===== config.mk =====
export PLATFORM = sky130hd
export DESIGN_NAME = exp_sub_arbiter
export DESIGN_NICKNAME = d
export VERILOG_FILES = /design/src/rtl/exp_sub_arbiter.sv
export SDC_FILE = /design/constraint.sdc
export NUM_CORES = 1
export LEC_CHECK = 0
export ABC_AREA = 0
export CORE_MARGIN = 2
export CORE_UTILIZATION = 36
export DETAILED_ROUTE_END_ITERATION = 8
export HOLD_SLACK_MARGIN = 0.02
export PLACE_DENSITY_LB_ADDON = 0.2
export SLEW_MARGIN = 20
export SYNTH_ARGS = -nofsm -noshare
export SYNTH_HDL_FRONTEND = slang
export SYNTH_SLANG_ARGS = --single-unit

===== constraint.sdc =====
create_clock -name clk -period 3.47 [get_ports clk]
set_input_delay 0.347 -clock clk [delete_from_list [all_inputs] [get_ports clk]]
set_output_delay 0.347 -clock clk [all_outputs]
set_load 0.01 [all_outputs]

===== src/rtl/exp_sub_arbiter.sv =====
// Two-requester round-robin arbiter sharing one (a - b) subtractor, with a single registered result slot.
// Optional per-requester saturating grant counters are enabled by defining EXP_SUB_STATS_EN.
module exp_sub_arbiter #(
    parameter int WIDTH = 5
) (
    input  logic             clk,
    input  logic             rst_n,
    input  logic             req0_valid,
    input  logic [WIDTH-1:0] req0_a,
    input  logic [WIDTH-1:0] req0_b,
    output logic             req0_ready,
    input  logic             req1_valid,
    input  logic [WIDTH-1:0] req1_a,
    input  logic [WIDTH-1:0] req1_b,
    output logic             req1_ready,
    output logic             rsp_valid,
    input  logic             rsp_ready,
    output logic             rsp_id,
    output logic [WIDTH-1:0] rsp_diff,
    output logic             rsp_co
`ifdef EXP_SUB_STATS_EN
    ,
    output logic [7:0]       gnt_cnt0,
    output logic [7:0]       gnt_cnt1
`endif
);

    typedef enum logic {IDLE = 1'b0, HOLD = 1'b1} state_t;

    state_t           state_q, state_d;
    logic             last_gnt_q;
    logic             rsp_id_q;
    logic [WIDTH-1:0] rsp_diff_q;
    logic             rsp_co_q;

    logic             accept_ok;
    logic             gnt_fire;
    logic             gnt_idx;
    logic [WIDTH-1:0] op_a, op_b;
    logic [WIDTH:0]   sub_res;

    // Returns {carry_out, diff} of a + ~b + 1 using generate/propagate carry terms.
    function automatic logic [WIDTH:0] sub_co(input logic [WIDTH-1:0] a, input logic [WIDTH-1:0] b);
        logic [WIDTH-1:0] g, p, d;
        logic [WIDTH:0]   c;
        g    = a & ~b;
        p    = a ^ ~b;
        c    = '0;
        c[0] = 1'b1;
        for (int i = 0; i < WIDTH; i++) begin
            c[i+1] = g[i] | (p[i] & c[i]);
            d[i]   = p[i] ^ c[i];
        end
        return {c[WIDTH], d};
    endfunction

    function automatic logic [7:0] sat_inc(input logic [7:0] v);
        return (v == 8'hFF) ? v : v + 8'd1;
    endfunction

    // Grant selection, readies and next state
    always_comb begin
        state_d    = state_q;
        accept_ok  = (state_q == IDLE) || rsp_ready;
        gnt_idx    = (req0_valid && req1_valid) ? ~last_gnt_q : req1_valid;
        gnt_fire   = rst_n && accept_ok && (req0_valid || req1_valid);
        req0_ready = gnt_fire && !gnt_idx;
        req1_ready = gnt_fire && gnt_idx;
        if (gnt_fire) begin
            state_d = HOLD;
        end else if ((state_q == HOLD) && rsp_ready) begin
            state_d = IDLE;
        end
    end

    // Shared subtractor fed by the granted operands
    always_comb begin
        op_a    = gnt_idx ? req1_a : req0_a;
        op_b    = gnt_idx ? req1_b : req0_b;
        sub_res = sub_co(op_a, op_b);
    end

    always_ff @(posedge clk or negedge rst_n) begin
        if (!rst_n) begin
            state_q <= IDLE;
        end else begin
            state_q <= state_d;
        end
    end

    // last_gnt resets to 1 so requester 0 wins the first contention
    always_ff @(posedge clk or negedge rst_n) begin
        if (!rst_n) begin
            last_gnt_q <= 1'b1;
            rsp_id_q   <= 1'b0;
            rsp_diff_q <= '0;
            rsp_co_q   <= 1'b0;
        end else if (gnt_fire) begin
            last_gnt_q <= gnt_idx;
            rsp_id_q   <= gnt_idx;
            rsp_diff_q <= sub_res[WIDTH-1:0];
            rsp_co_q   <= sub_res[WIDTH];
        end
    end

`ifdef EXP_SUB_STATS_EN
    logic [7:0] gnt_cnt0_q, gnt_cnt1_q;

    always_ff @(posedge clk or negedge rst_n) begin
        if (!rst_n) begin
            gnt_cnt0_q <= 8'd0;
            gnt_cnt1_q <= 8'd0;
        end else begin
            if (req0_ready) gnt_cnt0_q <= sat_inc(gnt_cnt0_q);
            if (req1_ready) gnt_cnt1_q <= sat_inc(gnt_cnt1_q);
        end
    end

    assign gnt_cnt0 = gnt_cnt0_q;
    assign gnt_cnt1 = gnt_cnt1_q;
`endif

    assign rsp_valid = (state_q == HOLD);
    assign rsp_id    = rsp_id_q;
    assign rsp_diff  = rsp_diff_q;
    assign rsp_co    = rsp_co_q;

endmodule


# Word level (Yosys, flattened, before mapping)
# Index checks and enable logic that the tools add are counted.
[totals] ff_bits=9 in_bits=25 out_inout_bits=10
[classes] muxes=5 n_reduce_logical=10 bitwise_logic=19
[ops] op="5-bit two-way mux" count=2
[ops] op="1-bit logical AND" count=6
[ops] op="5-bit bitwise AND" count=1
[ops] op="5-bit NOT" count=1
[ops] op="1-bit OR" count=5
[ops] op="5-bit bitwise XOR" count=1
[ops] op="1-bit bitwise AND" count=4
[ops] op="1-bit bitwise XOR" count=4
[ops] op="1-bit two-way mux" count=3
[ops] op="1-bit NOT" count=3
[ops] op="1-bit logical OR" count=2
[ops] op="2-bit nonzero test" count=1
[ops] op="1-bit zero test" count=1

# Longest topological paths before layout
[depth] depth_word=14 ltp_mapped=10 ltp_nobuf=9

# Least setup slack after synthesis
# Ideal clock, no wire load.
[synth_timing] kind="input to register" from="input port req1_valid" to="register rsp_diff_q[4] (netlist: rsp_diff[4])" setup_ps=125 setup_slack_ps=415 arrival_ps=2930 n_path_buf=1 stages=8 path_cell_list="a21boi_4 -> buf_6 -> mux2_2 -> fa_1 -> fa_1 -> fa_1 -> fa_1 -> mux2_2"
[synth_between] elab_chain_len=13 word_cells_on_any_way=17
[synth_rtl] item="start: declaration" line="12" source="input logic req1_valid,"
[synth_rtl] item="1-bit logical AND" line="65" source="gnt_idx = (req0_valid && req1_valid) ? ~last_gnt_q : req1_valid;"
[synth_rtl] item="1-bit two-way mux *" line="65"
[synth_rtl] item="5-bit two-way mux" line="79" source="op_b = gnt_idx ? req1_b : req0_b;"
[synth_rtl] item="5-bit NOT" line="46, 47"
[synth_rtl] item="5-bit bitwise AND or 5-bit bitwise XOR (tied branches)" line="46, 47"
[synth_rtl] item="1-bit OR" line="51" source="c[i+1] = g[i] | (p[i] & c[i]);"
[synth_rtl] item="1-bit bitwise AND" line="51"
[synth_rtl] item="1-bit OR" line="51"
[synth_rtl] item="1-bit bitwise AND" line="51"
[synth_rtl] item="1-bit OR" line="51"
[synth_rtl] item="1-bit bitwise AND" line="51"
[synth_rtl] item="1-bit OR" line="51"
[synth_rtl] item="1-bit bitwise XOR *" line="52" source="d[i] = p[i] ^ c[i];"
[synth_rtl] item="net sub_res[4]" line="40" source="logic [WIDTH:0] sub_res;"
[synth_rtl] item="end signal: assignment" line="101" source="rsp_diff_q <= sub_res[WIDTH-1:0];"
[synth_rtl] item="end: declaration" line="33" source="logic [WIDTH-1:0] rsp_diff_q;"
# Mark *: on every way through the listed nets, which the timed path passes. The rest lies on a longest branch.
# A chain may end at the register's enable or synchronous reset.

# Worst setup path after layout
# Same ends and word-level chain as after synthesis.

==> results.yml <==
global_routing:
  overflow: 0
  grt_max_degree: 11
  grt_pass1_vias: 502
  grt_pass1_wl_um: 2040
  antenna_found_initial: 0
  grt.total_usage: 0.144
die:
  die-area_um2: 2010
  coreArea_um2: 1540
  die_h_um: 44.9
  rows: 14
  ios: 35
  dieWidth_um: 44.9
  initial_core_util: 0.390
sta:
  slew_violations: 0
  layout_min_cycle_time_ns: 3.22
  setup_violations: 0
  hold_violations: 0
  relSlewSlack: 0.687
  fin_crit_sh: 0.927
  worst_hold_slack_ns: 0.407
  max_freq_mhz: 311
  rsz0062_at_grt: "no"
  finClkSkew_ns: 0.00703
  worstMarginPinSlew_ns: 0.468
synthesis:
  yosys.area.top_type: "dfrtp_1"
  syn_nets: 73
  ys_seq_elements: 9
  netlist_area_um2: 602
  synth-seq-area-share: 0.376
  synth_top_area_frac: 0.333
  synth_area_per_cell_um2: 14.0
  synthCells: 43
  ys.warnings.count: 0
  ys_top_cells_by_area: "dfrtp_1 (33%), mux2_2 (22%), fa_1 (13%), mux2i_1 (10%), dfstp_2 (4.4%)"
  ys_async_sr_fraction: 1.00
  synth_edf_count: 0
  yosys-top-cells-count: "mux2_2 (12), dfrtp_1 (8), mux2i_1 (6), fa_1 (4), inv_1 (4)"
  synthFlopType: "dfrtp_1"
  synth.most_common_cell: "mux2_2"
  ys_types: 14
clocking:
  post_cts_buffers: 0
  cts_tree: "done"
  path_clk_slew_ns: 0.06
  hold_buffers: 0
  post_cts_resize_count: 0
  clock-root-buffer: "clkbuf_4"
  clock_sinks: 9
  cts_buffers: 3
  clock_latency_ns: 0.26
  clk_path_buf_depth: 2
  h-tree-depth: 1
placement:
  io_buffers: 34
  dp_hpwl_um: 1050
  gp_congestion: 0.716
routing:
  wl_um: 1240
  drt_drc_violations_left: 0
  routedWlPerCell_um: 12.4
  vias_per_cell: 4.76
  ant_nets: 0
  firstDrtPassIters: 4
  first_iter_violations: 4
  vias: 476
cells_and_area:
  area_delta_synth_final_pct: 67.4
  antenna_cells: 0
  nets: 115
  drive_above_1_share: 0.274
pwr:
  power.density_nw_per_um2: 453
  total_power_mw: 0.456
  irDropWorstVdd_mv: 0.232
  p_leak_nw: 0.421
setup_path:
  crit_path_end_kind: "flop"
  worstPathMaxFanout: 6
  path_class: "input port to flop"
  critPathRequiredTime_ns: 3.62
  timing.critical_path.mode_cell: "fa_1"
  cp.buffers_inverters: 1
  crit_path_cell_trace: "clkdlybuf4s50_1, a21boi_4, mux2_2, fa_1, fa_1, fa_1, fa_1, mux2_2"
  start_kind: "input port"
  slowest_delay_ns: 0.47
  cpMaxStageDelayCell: "clkdlybuf4s50_1"
  path_delay_family: "adder cells"
  critPathArrivalTime_ns: 3.36
status:
  outcome: "finished, final reports clean"
worst_hold_path:
  hold_path.class: "input port to asynchronous set/reset pin"
flow_run:
  maxCapViolCount: 0
[metrics by stage]
step | utilization | instance area (µm²) | setup slack (ns) | instances | setup TNS (ns)
finish | 0.653 | 1010 | 0.255 | 100 | 0
global route | 0.653 | 1010 | 0.132 | 100 | 0
CTS | 0.653 | 1010 | 0.238 | 100 | 0
detailed placement | 0.636 | 981 | -0.0368 | 96 | -0.0368
global placement | 0.636 | 981 | 0.0131 | 96 | 0
floorplan | - | 602 | 0.415 | 43 | 0
[path summary, 6_finish.rpt]
kind,start,to,slack [ns],depth (start not counted)
max,req1_valid,rsp_diff[4]$_DFFE_PN0P_,0.25,8
min,rst_n,rsp_co$_DFFE_PN0P_,0.41,1
max reg2reg,last_gnt_q$_DFFE_PN1P_,rsp_diff[4]$_DFFE_PN0P_,0.48,9
min reg2reg,rsp_id$_DFFE_PN0P_,rsp_id$_DFFE_PN0P_,0.51,1
max in group asynchronous,rst_n,last_gnt_q$_DFFE_PN1P_,2.71,1
min in group clk,rsp_id$_DFFE_PN0P_,rsp_id$_DFFE_PN0P_,0.51,1
[kinds of logic after synthesis]
family | share of synthesized area
AND/OR/NAND/NOR | 0.0208
buffers and inverters | 0.0437
flip-flops | 0.376
AO/OA/AOI/OAI | 0.0811
multiplexers | 0.324
adder cells (fa/ha/maj) | 0.154
[layout by cell type, fill, tap and decap left out]
cell type,synthesis,routed
clkbuf_4,0,3
dfstp_2,1,1
and2_1,1,1
clkdlybuf4s50_1,0,34
dfrtp_1,8,8
o21ai_2,1,1
buf_4,0,4
mux2i_1,6,6
nor2b_1,1,1
a21boi_4,1,1
o21ai_0,1,1
clkbuf_1,0,1
a21oi_4,1,1
ha_1,1,1
mux2_2,12,12
inv_1,4,4
fa_1,4,4
[metal layers]
| layer | share of wire | global-route usage |
|---|---|---|
| met5 | 0 | 0 |
| met4 | 0 | 0.0706 |
| met3 | 0.10 | 0.0360 |
| met2 | 0.48 | 0.243 |
| met1 | 0.41 | 0.169 |
[flip-flops by register name, indices dropped and copies added (netlist names)]
signal      flops
rsp_co          1
last_gnt_q      1
rsp_id          1
rsp_valid       1
rsp_diff        5
[cell type report]
class | instances | area (µm²)
Fill cell | 135 | 534
Timing Repair Buffer | 38 | 370
Multi-Input combinational cell | 29 | 349
Sequential cell | 9 | 226
Clock buffer | 4 | 26.3
Tap cell | 16 | 20.0
Inverter | 4 | 15.0
[power by group]
part	internal, mW	switching [mW]	total [mW]
sequential	0.144	0.0214	0.165
combinational	0.137	0.0736	0.211
clock	0.0443	0.0361	0.0804
total	0.325	0.131	0.456
Note: power is estimated with default switching activity, not from simulation.
